--- config.mk ---
export PLATFORM = sky130hd
export DESIGN_NAME = spi_shift_register
export DESIGN_NICKNAME = d
export VERILOG_FILES = /design/src/rtl/spi_pkg.sv /design/src/rtl/spi_bit_index.sv /design/src/rtl/spi_shift_register.sv
export SDC_FILE = /design/constraint.sdc
export NUM_CORES = 1
export LEC_CHECK = 0
export ABC_AREA = 1
export BUFFER_PORTS_ARGS = -buffer_cell sky130_fd_sc_hd__buf_2
export CAP_MARGIN = 10
export CORE_MARGIN = 5
export CORE_UTILIZATION = 55
export CTS_CLUSTER_SIZE = 12
export DETAILED_ROUTE_END_ITERATION = 10
export PLACE_DENSITY_LB_ADDON = 0.1
export RECOVER_POWER = 50
export SYNTH_ARGS = -nofsm -noshare
export SYNTH_HDL_FRONTEND = slang
export SYNTH_SLANG_ARGS = --single-unit
--- constraint.sdc ---
create_clock -name Pclk -period 2.98 [get_ports Pclk]
set_input_delay 0.298 -clock Pclk [delete_from_list [all_inputs] [get_ports Pclk]]
set_output_delay 0.298 -clock Pclk [all_outputs]
set_load 0.02 [all_outputs]
--- src/rtl/spi_pkg.sv ---
// Shared definitions for the SPI shift register slice: default frame width,
// strobe-pair selection encoding and the frame state encoding.
package spi_pkg;

    localparam int DATA_WIDTH_DEF = 8;

    localparam logic SEL_SCLK0 = 1'b0;
    localparam logic SEL_SCLK  = 1'b1;

    typedef enum logic [1:0] {
        IDLE   = 2'd0,
        LOADED = 2'd1,
        SHIFT  = 2'd2
    } state_t;

    // Choose the strobe of the pair selected by the latched mode.
    function automatic logic pick_strobe(input logic sel, input logic stb_sclk, input logic stb_sclk0);
        logic stb;
        case (sel)
            SEL_SCLK:  stb = stb_sclk;
            SEL_SCLK0: stb = stb_sclk0;
            default:   stb = 1'b0;
        endcase
        return stb;
    endfunction

endpackage

--- src/rtl/spi_bit_index.sv ---
// Maps a frame bit count onto the shift-register bit position for the
// latched bit order, and flags whether the count is still inside the frame.
module spi_bit_index #(
    parameter int DATA_WIDTH = 8,
    parameter int CNT_W      = $clog2(DATA_WIDTH) + 1,
    parameter int IDX_W      = $clog2(DATA_WIDTH)
) (
    input  logic [CNT_W-1:0] i_cnt,
    input  logic             i_lsbfe,
    output logic [IDX_W-1:0] o_idx,
    output logic             o_in_frame
);

    localparam logic [CNT_W-1:0] CNT_END = CNT_W'(DATA_WIDTH);
    localparam logic [IDX_W-1:0] IDX_MSB = IDX_W'(DATA_WIDTH - 1);

    logic [IDX_W-1:0] w_low;

    assign w_low = i_cnt[IDX_W-1:0];

    // Bit position: count itself for LSB-first, mirrored for MSB-first.
    always_comb begin
        o_in_frame = (i_cnt < CNT_END);
        if (i_lsbfe) begin
            o_idx = w_low;
        end else begin
            o_idx = IDX_MSB - w_low;
        end
    end

endmodule

--- src/rtl/spi_shift_register.sv ---
// SPI serialiser/deserialiser in the Pclk domain: shifts a loaded word out on
// mosi and assembles miso bits, driven by single-cycle edge strobes.
module spi_shift_register
    import spi_pkg::*;
#(
    parameter int DATA_WIDTH = DATA_WIDTH_DEF,
    parameter int CNT_W      = $clog2(DATA_WIDTH) + 1
) (
    input  logic                  Pclk,
    input  logic                  PRESET_n,
    input  logic                  ss,
    input  logic                  send_data,
    input  logic [DATA_WIDTH-1:0] data_mosi,
    input  logic                  lsbfe,
    input  logic                  cpol,
    input  logic                  cpha,
    input  logic                  mosi_send_sclk,
    input  logic                  mosi_send_sclk0,
    input  logic                  miso_recieve_sclk,
    input  logic                  miso_recieve_sclk0,
    input  logic                  miso,
    output logic                  mosi,
    output logic [DATA_WIDTH-1:0] data_miso,
    output logic                  rx_valid,
    output logic                  busy
);

    localparam int               IDX_W    = $clog2(DATA_WIDTH);
    localparam logic [CNT_W-1:0] CNT_ZERO = CNT_W'(0);
    localparam logic [CNT_W-1:0] CNT_ONE  = CNT_W'(1);
    localparam logic [CNT_W-1:0] CNT_LAST = CNT_W'(DATA_WIDTH - 1);

    state_t                r_state;
    state_t                w_next_state;
    logic [DATA_WIDTH-1:0] r_shift_reg;
    logic [DATA_WIDTH-1:0] r_rx_temp;
    logic [DATA_WIDTH-1:0] r_data_miso;
    logic [DATA_WIDTH-1:0] w_rx_word;
    logic [CNT_W-1:0]      r_tx_cnt;
    logic [CNT_W-1:0]      r_rx_cnt;
    logic                  r_sel;
    logic                  r_lsbfe;
    logic                  r_mosi;
    logic                  r_rx_valid;
    logic                  r_busy;
    logic [IDX_W-1:0]      w_tx_idx;
    logic [IDX_W-1:0]      w_rx_idx;
    logic                  w_tx_in_frame;
    logic                  w_rx_in_frame;
    logic                  w_tx_stb;
    logic                  w_rx_stb;
    logic                  w_load;
    logic                  w_abort;
    logic                  w_tx_fire;
    logic                  w_rx_fire;
    logic                  w_rx_last;

    spi_bit_index #(.DATA_WIDTH(DATA_WIDTH), .CNT_W(CNT_W), .IDX_W(IDX_W)) u_tx_index (
        .i_cnt      (r_tx_cnt),
        .i_lsbfe    (r_lsbfe),
        .o_idx      (w_tx_idx),
        .o_in_frame (w_tx_in_frame)
    );

    spi_bit_index #(.DATA_WIDTH(DATA_WIDTH), .CNT_W(CNT_W), .IDX_W(IDX_W)) u_rx_index (
        .i_cnt      (r_rx_cnt),
        .i_lsbfe    (r_lsbfe),
        .o_idx      (w_rx_idx),
        .o_in_frame (w_rx_in_frame)
    );

    assign w_tx_stb = pick_strobe(r_sel, mosi_send_sclk, mosi_send_sclk0);
    assign w_rx_stb = pick_strobe(r_sel, miso_recieve_sclk, miso_recieve_sclk0);

    // Frame state register.
    always_ff @(posedge Pclk) begin
        if (!PRESET_n) begin
            r_state <= IDLE;
        end else begin
            r_state <= w_next_state;
        end
    end

    // Next-state decode.
    always_comb begin
        w_next_state = r_state;
        case (r_state)
            IDLE: begin
                if (send_data) w_next_state = LOADED;
                else           w_next_state = IDLE;
            end
            LOADED: begin
                if (!ss) w_next_state = SHIFT;
                else     w_next_state = LOADED;
            end
            SHIFT: begin
                if (ss)             w_next_state = IDLE;
                else if (w_rx_last) w_next_state = IDLE;
                else                w_next_state = SHIFT;
            end
            default: w_next_state = IDLE;
        endcase
    end

    // Per-state datapath enables; strobes only count inside an active frame.
    always_comb begin
        w_load    = 1'b0;
        w_abort   = 1'b0;
        w_tx_fire = 1'b0;
        w_rx_fire = 1'b0;
        w_rx_last = 1'b0;
        case (r_state)
            IDLE: begin
                w_load = send_data;
            end
            LOADED: begin
                w_load = 1'b0;
            end
            SHIFT: begin
                if (ss) begin
                    w_abort = 1'b1;
                end else begin
                    w_tx_fire = w_tx_stb && w_tx_in_frame;
                    w_rx_fire = w_rx_stb && w_rx_in_frame;
                    w_rx_last = w_rx_fire && (r_rx_cnt == CNT_LAST);
                end
            end
            default: begin
                w_load = 1'b0;
            end
        endcase
    end

    // Received word with the current miso bit merged in, so the final bit
    // lands in data_miso on the same edge that completes the frame.
    always_comb begin
        w_rx_word           = r_rx_temp;
        w_rx_word[w_rx_idx] = miso;
    end

    // Shift, receive and completion registers.
    always_ff @(posedge Pclk) begin
        if (!PRESET_n) begin
            r_shift_reg <= '0;
            r_rx_temp   <= '0;
            r_data_miso <= '0;
            r_tx_cnt    <= CNT_ZERO;
            r_rx_cnt    <= CNT_ZERO;
            r_sel       <= SEL_SCLK0;
            r_lsbfe     <= 1'b0;
            r_mosi      <= 1'b0;
            r_rx_valid  <= 1'b0;
            r_busy      <= 1'b0;
        end else begin
            r_rx_valid <= 1'b0;
            if (w_load) begin
                r_shift_reg <= data_mosi;
                r_rx_temp   <= '0;
                r_sel       <= cpol ^ cpha;
                r_lsbfe     <= lsbfe;
                r_busy      <= 1'b1;
                r_tx_cnt    <= CNT_ZERO;
                r_rx_cnt    <= CNT_ZERO;
            end else if (w_abort) begin
                r_busy   <= 1'b0;
                r_tx_cnt <= CNT_ZERO;
                r_rx_cnt <= CNT_ZERO;
            end else begin
                if (w_tx_fire) begin
                    r_mosi   <= r_shift_reg[w_tx_idx];
                    r_tx_cnt <= r_tx_cnt + CNT_ONE;
                end
                if (w_rx_last) begin
                    r_rx_temp   <= w_rx_word;
                    r_data_miso <= w_rx_word;
                    r_rx_valid  <= 1'b1;
                    r_busy      <= 1'b0;
                    r_tx_cnt    <= CNT_ZERO;
                    r_rx_cnt    <= CNT_ZERO;
                end else if (w_rx_fire) begin
                    r_rx_temp <= w_rx_word;
                    r_rx_cnt  <= r_rx_cnt + CNT_ONE;
                end
            end
        end
    end

    assign mosi      = r_mosi;
    assign data_miso = r_data_miso;
    assign rx_valid  = r_rx_valid;
    assign busy      = r_busy;

endmodule

==> impl_metrics.py <==
metrics = {
    "run_status": {
        "status": "completed",
    },
    "timing": {
        "finalSetupViolCount": 0,
        "finalSetupTns_ns": 0,
        "finalHoldViolations": 0,
        "fmax_ghz": 0.4807,
        "post-route-period-util_pct": 69.81,
        "slew_violations": 0,
        "relSlewSlack_pct": 43.42,
        "finClkSkew_ns": 0.01027,
        "tightest_slew_ns": 0.8486,
        "period_needed_ns": 2.080,
        "setup_ws_ns": 0.8997,
        "rsz0062_at_grt": "false",
    },
    "logic_synthesis": {
        "yosysSeqAreaShare_pct": 41.41,
        "synth_cell_types": 29,
        "synth_cells": 255,
        "synth.net_count": 277,
        "synthesis.area_sq_um": 1886,
        "ys_ff_latch": 39,
        "synth_area_per_cell_sq_um": 7.394,
        "yosysWarnings": 0,
    },
    "run": {
        "drv_cap": 0,
    },
    "setup_path": {
        "worstSetupPathType": "reg -> reg",
        "critPathMaxFanout": 13,
        "cp-start-kind": "flip-flop",
        "cp.arrival_ns": 2.32,
        "required_ns": 3.22,
        "reg2reg_slack_ns": 0.90,
        "endpoint_kind": "flip-flop",
    },
    "cts": {
        "clock_latency_ns": 0.35,
        "clockBufferDepth": 2,
        "cts_tree": "done",
        "cts_buffers": 5,
        "ctsHoldBuffers": 0,
        "postCtsSetupBuffers": 0,
        "cts_resized": 0,
        "htreeDepth": 2,
        "clkTransAtPathRegs_ns": 0.11,
        "cts_sinks": 39,
        "clockRootBuffer": "clkbuf_4",
    },
    "floorplan": {
        "num_rows": 21,
        "core_area_sq_um": 3337,
        "dieHeight_um": 68.55,
        "initial_utilization_pct": 56.51,
        "ioPinCount": 31,
        "dieArea_sq_um": 4699,
        "dieWidth_um": 68.55,
    },
    "finish": {
        "fillCellCount": 340,
        "postLayoutCellArea_sq_um": 2071,
        "final_nets": 308,
        "seqCellArea_sq_um": 780.7,
        "n_antenna_cell": 0,
        "final_common_cell": "nor2_1",
        "syn2layout_area_growth_pct": 9.821,
        "drive_above_1_share_pct": 14.29,
        "final_cell_mix": "nor2_1, dfxtp_1, nand2_1, inv_1, nand3_1",
        "multi_input_area_sq_um": 902.1,
    },
    "grt": {
        "grt_usage_pct": 18.20,
        "grt_overflow": 0,
        "antenna_found_initial": 0,
        "grt_pass1_vias": 1472,
        "grt_max_degree": 23,
        "grt_pass1_wl_mm": 6.403,
    },
    "placement": {
        "gp_congestion": 0.8375,
        "placed_area_sq_um": 2058,
        "pre_cts_slack_ns": 1.285,
        "io_buffers": 30,
        "hpwl_mm": 2.778,
    },
    "detailed_routing": {
        "vias": 1619,
        "drc": 0,
        "dr.first_iter.drc_count": 123,
        "vias_per_cell": 4.862,
        "routed_wl_mm": 3.748,
        "dr.pass1.iters": 4,
        "ant_nets": 0,
        "wl_per_cell_um": 11.26,
    },
    "hold_path": {
        "hp-class": "in -> reg",
    },
    "pwr": {
        "leakage_nw": 0.8941,
        "ir_worst_vdd_uv": 283.9,
        "p_per_area_nw_per_um2": 450.4,
    },
}
[logic make-up after synthesis]
kind of cell	after synthesis	synth area share (%)
AND/OR/NAND/NOR	108	26.34
AO/OA/AOI/OAI	55	15.00
buffers and inverters	44	9.687
flip-flops	39	41.41
XOR/XNOR	7	6.238
adder cells (fa/ha/maj)	2	1.327
[report_power, final]
group          total [W]  switching (W)  internal, W
combinational   0.000123      0.0000751    0.0000475
sequential      0.000551      0.0000135     0.000537
clock           0.000259       0.000167    0.0000920
total           0.000933       0.000256     0.000677
[worst max-delay path, stage by stage (launching register included)]
cell,delay (ns)
dfxtp_1,0.38
inv_2,0.07
nor2_4,0.09
nand4_1,0.48
nor2_1,0.29
nand2_1,0.31
nand2_2,0.27
a21oi_1,0.08
[cells in the mapped netlist]
cell type  instances  area [sq um]
xnor2_1            2         17.52
dfxtp_1           39         780.8
nor3b_2            1         12.51
ha_1               2         25.02
a21oi_1           19         95.09
inv_2              4         15.01
o21ai_2            1         8.760
nor3_2             1         10.01
clkbuf_1           2         7.510
nor3_1             4         20.02
nand2_2            4         25.02
nand4_4            1         21.27
xnor2_4            3         82.58
nor2_1            39         146.4
nor2_4             1         11.26
nand3_1           22         110.1
clkinv_2           1         5.000
a21oi_2            1         8.760
buf_6              2         22.52
clkinv_1           1         3.750
nand3b_1           1         7.510
buf_2              1         5.000
o21ai_1           13         65.06
xor2_1             2         17.52
nor2_2             2         12.51
nand2_1           32         120.1
buf_1              2         7.510
o21ai_0           21         105.1
inv_1             31         116.4
[per-stage QoR]
step	hold slack, ns	cells	total power (W)	utilization, %
finish	0.2115	333	0.0009326	62.05
global route	0.2148	333	0.0009793	62.05
CTS	0.1983	333	0.0009453	63.18
detailed placement	0.4486	325	0.0006884	61.68
global placement	0.4477	325	0.0006862	61.68
floorplan	0.4297	255	0.0006561	-
[path summary, 6_finish.rpt]
| check | depth (start not counted) | startpoint | endpoint |
|---|---|---|---|
| setup / recovery | 7 | r_state[1] | r_tx_cnt[0] |
| hold reg to reg | 2 | r_shift_reg[0] | r_shift_reg[0] |
| setup reg to reg | 7 | r_state[1] | r_tx_cnt[0] |
| hold / removal | 3 | ss | r_state[0] |
[layer usage]
layer	wire length (um)	part of all wire, %	global-route usage (%)
met5	0	0	0
met4	42	1.1	7.444
met3	181	4.8	5.348
met2	1575	42	26.58
met1	1949	52	24.92
[cell type report]
| type | count | share of cell area (%) |
|---|---|---|
| sequential | 39 | 37.70 |
| clock inverter | 1 | 0.2417 |
| multi-input combinational | 172 | 43.56 |
| timing repair buffer | 31 | 6.767 |
| inverter | 37 | 6.767 |
| clock buffer | 7 | 2.175 |
| tap | 46 | 2.779 |
(Power assumes the default switching activity.)
